--- config.mk ---
export PLATFORM = sky130hd
export DESIGN_NAME = ps2_rx
export DESIGN_NICKNAME = d
export VERILOG_FILES = /design/src/rtl/ps2_rx.sv
export SDC_FILE = /design/constraint.sdc
export NUM_CORES = 1
export LEC_CHECK = 0
export ABC_AREA = 1
export CAP_MARGIN = 20
export CORE_MARGIN = 2
export CORE_UTILIZATION = 31
export DETAILED_ROUTE_END_ITERATION = 7
export GPL_TIMING_DRIVEN = 0
export HOLD_SLACK_MARGIN = 0.1
export PLACE_DENSITY_LB_ADDON = 0.05
export SYNTH_ARGS = -nofsm -noshare
export SYNTH_HDL_FRONTEND = slang
export SYNTH_SLANG_ARGS = --single-unit
--- constraint.sdc ---
create_clock -name clk_2 -period 3.9 [get_ports clk_2]
set_clock_uncertainty 0.2 [all_clocks]
set_input_delay 1.17 -clock clk_2 [delete_from_list [all_inputs] [get_ports clk_2]]
set_output_delay 1.17 -clock clk_2 [all_outputs]
set_load 0.03 [all_outputs]
--- src/rtl/ps2_rx.sv ---
// PS/2 device-to-host receiver: synchronises and glitch-filters the PS/2 lines,
// deframes 11-bit frames and strobes out good bytes, parity errors and frame errors.
module ps2_rx #(
  parameter int FILTER_LEN     = 4,
  parameter int TIMEOUT_CYCLES = 5000
) (
  input  logic       clk_2,
  input  logic       rst,
  input  logic       ps2_clk,
  input  logic       ps2_data,
  output logic [7:0] check_code,
  output logic       code_new_updated,
  output logic       parity_err,
  output logic       frame_err,
  output logic       busy
);

  localparam int FLT_W = $clog2(FILTER_LEN + 1);
  localparam int WD_W  = $clog2(TIMEOUT_CYCLES + 1);
  localparam logic [FLT_W-1:0] FLT_LAST = FLT_W'(FILTER_LEN - 1);
  localparam logic [WD_W-1:0]  WD_LAST  = WD_W'(TIMEOUT_CYCLES - 1);
  localparam logic [WD_W-1:0]  WD_ONE   = WD_W'(1);

  typedef enum logic [1:0] {
    IDLE   = 2'd0,
    DATA   = 2'd1,
    PARITY = 2'd2,
    STOP   = 2'd3
  } state_t;

  logic             clk_s1_q, clk_s2_q, data_s1_q, data_s2_q;
  logic [FLT_W-1:0] flt_cnt_q, flt_cnt_d;
  logic             clk_f_q, clk_f_d, clk_f_last_q;
  logic             fe_s;
  state_t           state_q, state_d;
  logic [2:0]       bit_cnt_q, bit_cnt_d;
  logic [7:0]       shift_q, shift_d;
  logic             parity_q, parity_d;
  logic [WD_W-1:0]  wd_q, wd_d;
  logic [7:0]       code_q, code_d;
  logic             new_q, new_d, perr_q, perr_d, ferr_q, ferr_d, busy_q, busy_d;

  assign fe_s = clk_f_last_q & ~clk_f_q;

  // clk_f only moves after FILTER_LEN consecutive samples that disagree with it
  always_comb begin
    flt_cnt_d = flt_cnt_q;
    clk_f_d   = clk_f_q;
    if (clk_s2_q == clk_f_q) begin
      flt_cnt_d = '0;
    end else if (flt_cnt_q == FLT_LAST) begin
      flt_cnt_d = '0;
      clk_f_d   = clk_s2_q;
    end else begin
      flt_cnt_d = flt_cnt_q + FLT_W'(1);
    end
  end

  always_comb begin
    state_d   = state_q;
    bit_cnt_d = bit_cnt_q;
    shift_d   = shift_q;
    parity_d  = parity_q;
    wd_d      = wd_q;
    code_d    = code_q;
    new_d     = 1'b0;
    perr_d    = 1'b0;
    ferr_d    = 1'b0;
    case (state_q)
      IDLE: begin
        wd_d = '0;
        if (fe_s && !data_s2_q) begin
          bit_cnt_d = 3'd0;
          shift_d   = 8'h00;
          state_d   = DATA;
        end else begin
          state_d = IDLE;
        end
      end
      DATA: begin
        if (fe_s) begin
          shift_d = {data_s2_q, shift_q[7:1]};
          if (bit_cnt_q == 3'd7) begin
            state_d = PARITY;
          end else begin
            bit_cnt_d = bit_cnt_q + 3'd1;
          end
        end else begin
          state_d = DATA;
        end
      end
      PARITY: begin
        if (fe_s) begin
          parity_d = data_s2_q;
          state_d  = STOP;
        end else begin
          state_d = PARITY;
        end
      end
      STOP: begin
        if (fe_s) begin
          state_d = IDLE;
          if (!data_s2_q) begin
            ferr_d = 1'b1;
          end else if (^{shift_q, parity_q} == 1'b0) begin
            perr_d = 1'b1;
          end else begin
            code_d = shift_q;
            new_d  = 1'b1;
          end
        end else begin
          state_d = STOP;
        end
      end
      default: begin
        state_d = IDLE;
      end
    endcase

    // wd_q holds the number of cycles elapsed since the last fe
    if (state_q != IDLE) begin
      if (fe_s) begin
        wd_d = WD_ONE;
      end else if (wd_q >= WD_LAST) begin
        wd_d    = '0;
        state_d = IDLE;
        ferr_d  = 1'b1;
      end else begin
        wd_d = wd_q + WD_ONE;
      end
    end else begin
      wd_d = (state_d == IDLE) ? '0 : WD_ONE;
    end
    busy_d = (state_d != IDLE);
  end

  always_ff @(posedge clk_2) begin
    if (rst) begin
      clk_s1_q     <= 1'b1;
      clk_s2_q     <= 1'b1;
      data_s1_q    <= 1'b1;
      data_s2_q    <= 1'b1;
      flt_cnt_q    <= '0;
      clk_f_q      <= 1'b1;
      clk_f_last_q <= 1'b1;
      state_q      <= IDLE;
      bit_cnt_q    <= 3'd0;
      shift_q      <= 8'h00;
      parity_q     <= 1'b0;
      wd_q         <= '0;
      code_q       <= 8'h00;
      new_q        <= 1'b0;
      perr_q       <= 1'b0;
      ferr_q       <= 1'b0;
      busy_q       <= 1'b0;
    end else begin
      clk_s1_q     <= ps2_clk;
      clk_s2_q     <= clk_s1_q;
      data_s1_q    <= ps2_data;
      data_s2_q    <= data_s1_q;
      flt_cnt_q    <= flt_cnt_d;
      clk_f_q      <= clk_f_d;
      clk_f_last_q <= clk_f_q;
      state_q      <= state_d;
      bit_cnt_q    <= bit_cnt_d;
      shift_q      <= shift_d;
      parity_q     <= parity_d;
      wd_q         <= wd_d;
      code_q       <= code_d;
      new_q        <= new_d;
      perr_q       <= perr_d;
      ferr_q       <= ferr_d;
      busy_q       <= busy_d;
    end
  end

  assign check_code       = code_q;
  assign code_new_updated = new_q;
  assign parity_err       = perr_q;
  assign frame_err        = ferr_q;
  assign busy             = busy_q;

endmodule
After elaboration in Yosys (flattened, before gate mapping)
Cells that the tools add are included.
{ "totals": {"out_inout_bits": 12, "mem_count": 0, "mem_bits_rw": 0, "word_cells": 79, "inputBits": 4, "register_bits": 48, "mem_bits_ro": 0, "latch_bits": 0} }
{ "op_classes": {"order_cmp": 1, "div_mod_pow": 0, "multipliers": 0, "muxes": 28, "reduce_logical": 15, "eq_ne": 9, "n_addsub": 3, "n_bitwise": 6, "shifts": 0} }
{ "op_table": {"columns": ["op", "n"], "rows": [
  ["2-to-1 mux 13 bit", 3],
  ["2-to-1 mux 8 bit", 2],
  ["one-hot mux 8 bit (2 select lines)", 1],
  ["adder 13 x 1 -> 13 bit, second input constant", 1],
  [">= comparator 13 bit, second input constant", 1],
  ["2-to-1 mux 2 bit", 6],
  ["2-to-1 mux 1 bit", 11],
  ["2-to-1 mux 3 bit", 3],
  ["parity 9 bit", 1],
  ["one-hot mux 2 bit (4 select lines)", 1],
  ["AND reduction 4 bit", 2],
  ["adder 3 x 1 -> 3 bit, second input constant", 2],
  ["!= test 2 bit, second input constant", 3],
  ["one-hot mux 3 bit (2 select lines)", 1],
  ["nonzero test 2 bit", 3],
  ["inverter 1 bit", 5],
  ["equality test 2 bit, second input constant", 2],
  ["logical NOT 2 bit", 2],
  ["AND reduction 2 bit", 2],
  ["OR reduction 4 bit", 1],
  ["equality test 3 x 2 -> 1 bit, second input constant", 1],
  ["equality test 3 bit, second input constant", 1],
  ["AND reduction 3 bit", 1],
  ["OR reduction 3 bit", 1],
  ["other kinds (5)", 5]
]} }

Logic depth before layout (Yosys ltp)
{ "depth": {"depth_word": 9, "depth_mapped": 12, "depth_no_buf": 12} }

Least setup slack after synthesis
OpenSTA, ideal clock, no wires.
{ "synth_timing": {"kind": "input to register", "from": "input port rst", "to": "register wd_q[0]", "path_buffers": 2, "stages": 4, "setup_time_ps": 116, "arrival_ps": 1843, "path_slack_ps": 1741, "required_ps": 3584, "path_cell_list": "clkbuf_1 > inv_1 > clkbuf_1 > o211a_1"} }
{ "synth_lines": {"columns": ["item", "line_no", "rtl"], "rows": [
  ["start: declaration", "8", "input logic rst,"],
  ["end signal: assignment", "168", "wd_q <= wd_d;"],
  ["end: declaration", "39", "logic [WD_W-1:0] wd_q, wd_d;"]
]} }
No word-level cell between the ends.

Final worst setup path
{ "layout_timing": {"from": "register code_q[0] (netlist: check_code[0])", "to": "output port check_code[0]"} }
{ "layout_lines": {"columns": ["item", "line_no", "rtl"], "rows": [
  ["start: declaration", "40", "logic [7:0] code_q, code_d;"],
  ["start signal: assignment", "169", "code_q <= code_d;"],
  ["end: declaration", "11", "output logic [7:0] check_code,"]
]} }
No word-level cell between the ends.

==> results.toml <==
[floorplanning]
chipWidth_um = 88.81
initial_utilization_pct = 32.46
dieArea_sq_um = 7886
rows = 30
core_sq_um = 6869
pin_count = 16
die_h_um = 88.81

[clocking]
clock_sinks = 48
clk_pin_slew_ns = 0.10
worstSkewPairLatency_ns = 0.30
cts_made_buffers = 5
cts_tree = "yes"
cts_setup_buffers = 0
cts-hold-fix-buffers = 0
clockRootBuffer = "clkbuf_8"
cts.repair.resized = 0
cts_buffer_depth = 2
htree_levels = 2

[synth]
synth_area_sq_um = 2230
synthSimpleGateAreaFrac_pct = 32.83
yosysTopAreaCell = "dfxtp_1"
synthFlopType = "dfxtp_1"
synth_xor_area_share_pct = 3.143
ys_types = 24
synth_fa_ha_area_share_pct = 2.806
synth.area.mux_share_pct = 0
async_flop_share_pct = 0
synth_commonest_cells = "nand2_1, inv_1, dfxtp_1, nor2_1, nand3_1"
syn_avg_cell_area_sq_um = 6.903
synth_area_leaders = "dfxtp_1, nand2_1, inv_1"
synth_top_cell_area_share_pct = 43.10
synth_edf_count = 0
ys_ff_latch = 48
syn_nets = 332
synth_top_family_by_area = "simple AND/OR/NAND/NOR gates"
syn_inst = 323
synth_compound_area_share_pct = 7.576
yosysMostFrequentCell = "nand2_1"
synth_seq_area_share_pct = 43.10
yosys_warnings = 0

[global_route]
grtUsageMet3_pct = 3.078
grt_most_used_layer = "met2"
grt_pass1_vias = 1729
antenna_found_initial = 0
grt_pass1_wl_mm = 7.941
grt_start_max_net_pins = 17
overflow = 0
use_met1_pct = 18.14
track_usage_pct = 12.76
grt.met2_usage_pct = 19.13

[sta]
hold_viol = 0
period_share_pct = 68.65
setup_tns_ns = 0
relSlewSlack_pct = 57.62
fmax_mhz = 373.5
fin_crit_ns = 2.677
worstMarginPinSlew_ns = 0.6309
rsz0062_at_grt = "no"
setup_viol = 0
finalMaxSlewViolations = 0

[flow_run]
maxCapViolations = 0

[finish]
drive_gt1_share_pct = 5.507
nets = 353
fillCellCount = 773
num_antenna_cells = 0
syn_to_final_growth_pct = 16.84

[drt]
avgRoutedWirePerCell_um = 9.995
postRouteAntennaNets = 0
firstDrtPassIters = 4
wl_mm = 4.408
drc = 0
drt_iter0_markers = 48
vias_per_cell = 4.184
vias = 1845

[pwr]
peakVddDrop_mv = 0.1585
clkPwrFrac_pct = 42.2
power.internal_mw = 0.6905
p_per_area_nw_per_um2 = 337.0
switchingPower_mw = 0.1875
pwr-share-seq_pct = 56.1
swShare_pct = 21.35
power_mw = 0.8780
comb_power_share_pct = 1.6
leakage_nw = 1.078

[setup_path]
crit_chain = "clkdlybuf4s50_1"
worstPathMaxFanout = 2
cp.arrival_ns = 1.31
cp_slowest_cell = "clkdlybuf4s50_1"
cpLargestDelayFamily = "buffers and inverters"
critPathRequiredTime_ns = 2.53
start_kind = "flop"
cp_num_buf_inv = 1
cpPeakStageDelay_ns = 0.67
end_kind = "primary output"
crit_type = "flop to primary output"

[placement]
place.gp.congestion = 0.7684
numPortBuffers = 14
dp_hpwl_mm = 3.217

[hold_path]
hold_class = "flop to flop"

[outcome]
outcome = "finished clean"
[power by group through the flow]
stage / logic [mW] / registers (mW) / clock network (mW)
5_1_grt: 0.0171 / 0.493 / 0.408
6_report: 0.0143 / 0.493 / 0.371
4_1_cts: 0.0150 / 0.493 / 0.394
3_5_place_dp: 0.0151 / 0.504 / 0
2_1_floorplan: 0.00888 / 0.504 / 0
3_3_place_gp: 0.0150 / 0.504 / 0
[stage by stage]
step | instance area (sq um) | util [%] | setup slack, ns | hold slack [ns] | instances
final | 2605 | 37.92 | 1.223 | 0.2163 | 441
after global routing | 2605 | 37.92 | 1.149 | 0.2280 | 441
after CTS | 2605 | 37.92 | 1.196 | 0.2185 | 441
after detailed placement | 2490 | 36.25 | 1.262 | 0.1932 | 433
after global placement | 2490 | 36.25 | 1.287 | 0.1953 | 433
after floorplan | 2230 | - | 1.741 | 0.1895 | 323
[per-layer routing]
layer	up-vias	routed length [um]
li1	1038	-
met1	782	2418
met2	23	1841
met3	2	126
met4	0	21
met5	-	0
[placed cells by master (no fill, tap or decap), types with 2 or more instances in the layout]
master	synthesis	layout
dfxtp_1	48	48
or2_2	4	4
clkdlybuf4s50_1	0	14
o21ai_0	5	5
buf_2	2	2
a21oi_1	20	20
xor2_1	5	5
clkbuf_8	0	5
nor3_1	5	5
nor2_1	40	40
nand4_1	4	4
inv_2	2	2
nand3_1	24	24
inv_1	55	55
nand2_1	89	89
xnor2_1	3	3
clkbuf_1	3	3
ha_1	5	5
a221oi_1	2	2
[path summary, 6_finish.rpt]
path	start	end	slack, ns	cells after the start
max reg2reg	wd_q[0]$_SDFF_PP0_	wd_q[10]$_SDFF_PP0_	2.03	7
min reg2reg	data_s1_q$_SDFF_PP1_	data_s2_q$_SDFF_PP1_	0.22	1
max	check_code[0]$_SDFFE_PP0P_	check_code[0]	1.22	1
min	data_s1_q$_SDFF_PP1_	data_s2_q$_SDFF_PP1_	0.22	1
[sequential cells by signal, summed over array words and instances (netlist names)]
signal            cells
wd_q                 13
check_code            8
flt_cnt_q             3
parity_q              1
parity_err            1
busy                  1
data_s2_q             1
frame_err             1
code_new_updated      1
clk_s2_q              1
state_q               2
clk_f_q               1
bit_cnt_q             3
shift_q               8
clk_f_last_q          1
data_s1_q             1
clk_s1_q              1
[kinds of logic after synthesis]
kind of cell / after synthesis
and+or+nand+nor: 170
adders and majority gates: 5
xor gates and xnor gates: 8
AOI/OAI and AO/OA: 30
buffers and inverters: 62
DFF: 48
[cell type report]
class                   count  area [sq um]  area share [%]
multi-input cells         213          1033           39.67
flip-flops and latches     48         960.9           36.89
inverters                  57         214.0           8.213
repair buffers             14         140.1           5.379
well taps                  96         120.1           4.611
clock buffers               5         68.82           2.642
clock inverters             3         46.29           1.777
plain buffers               5         21.27          0.8165
(Power assumes the default switching activity.)
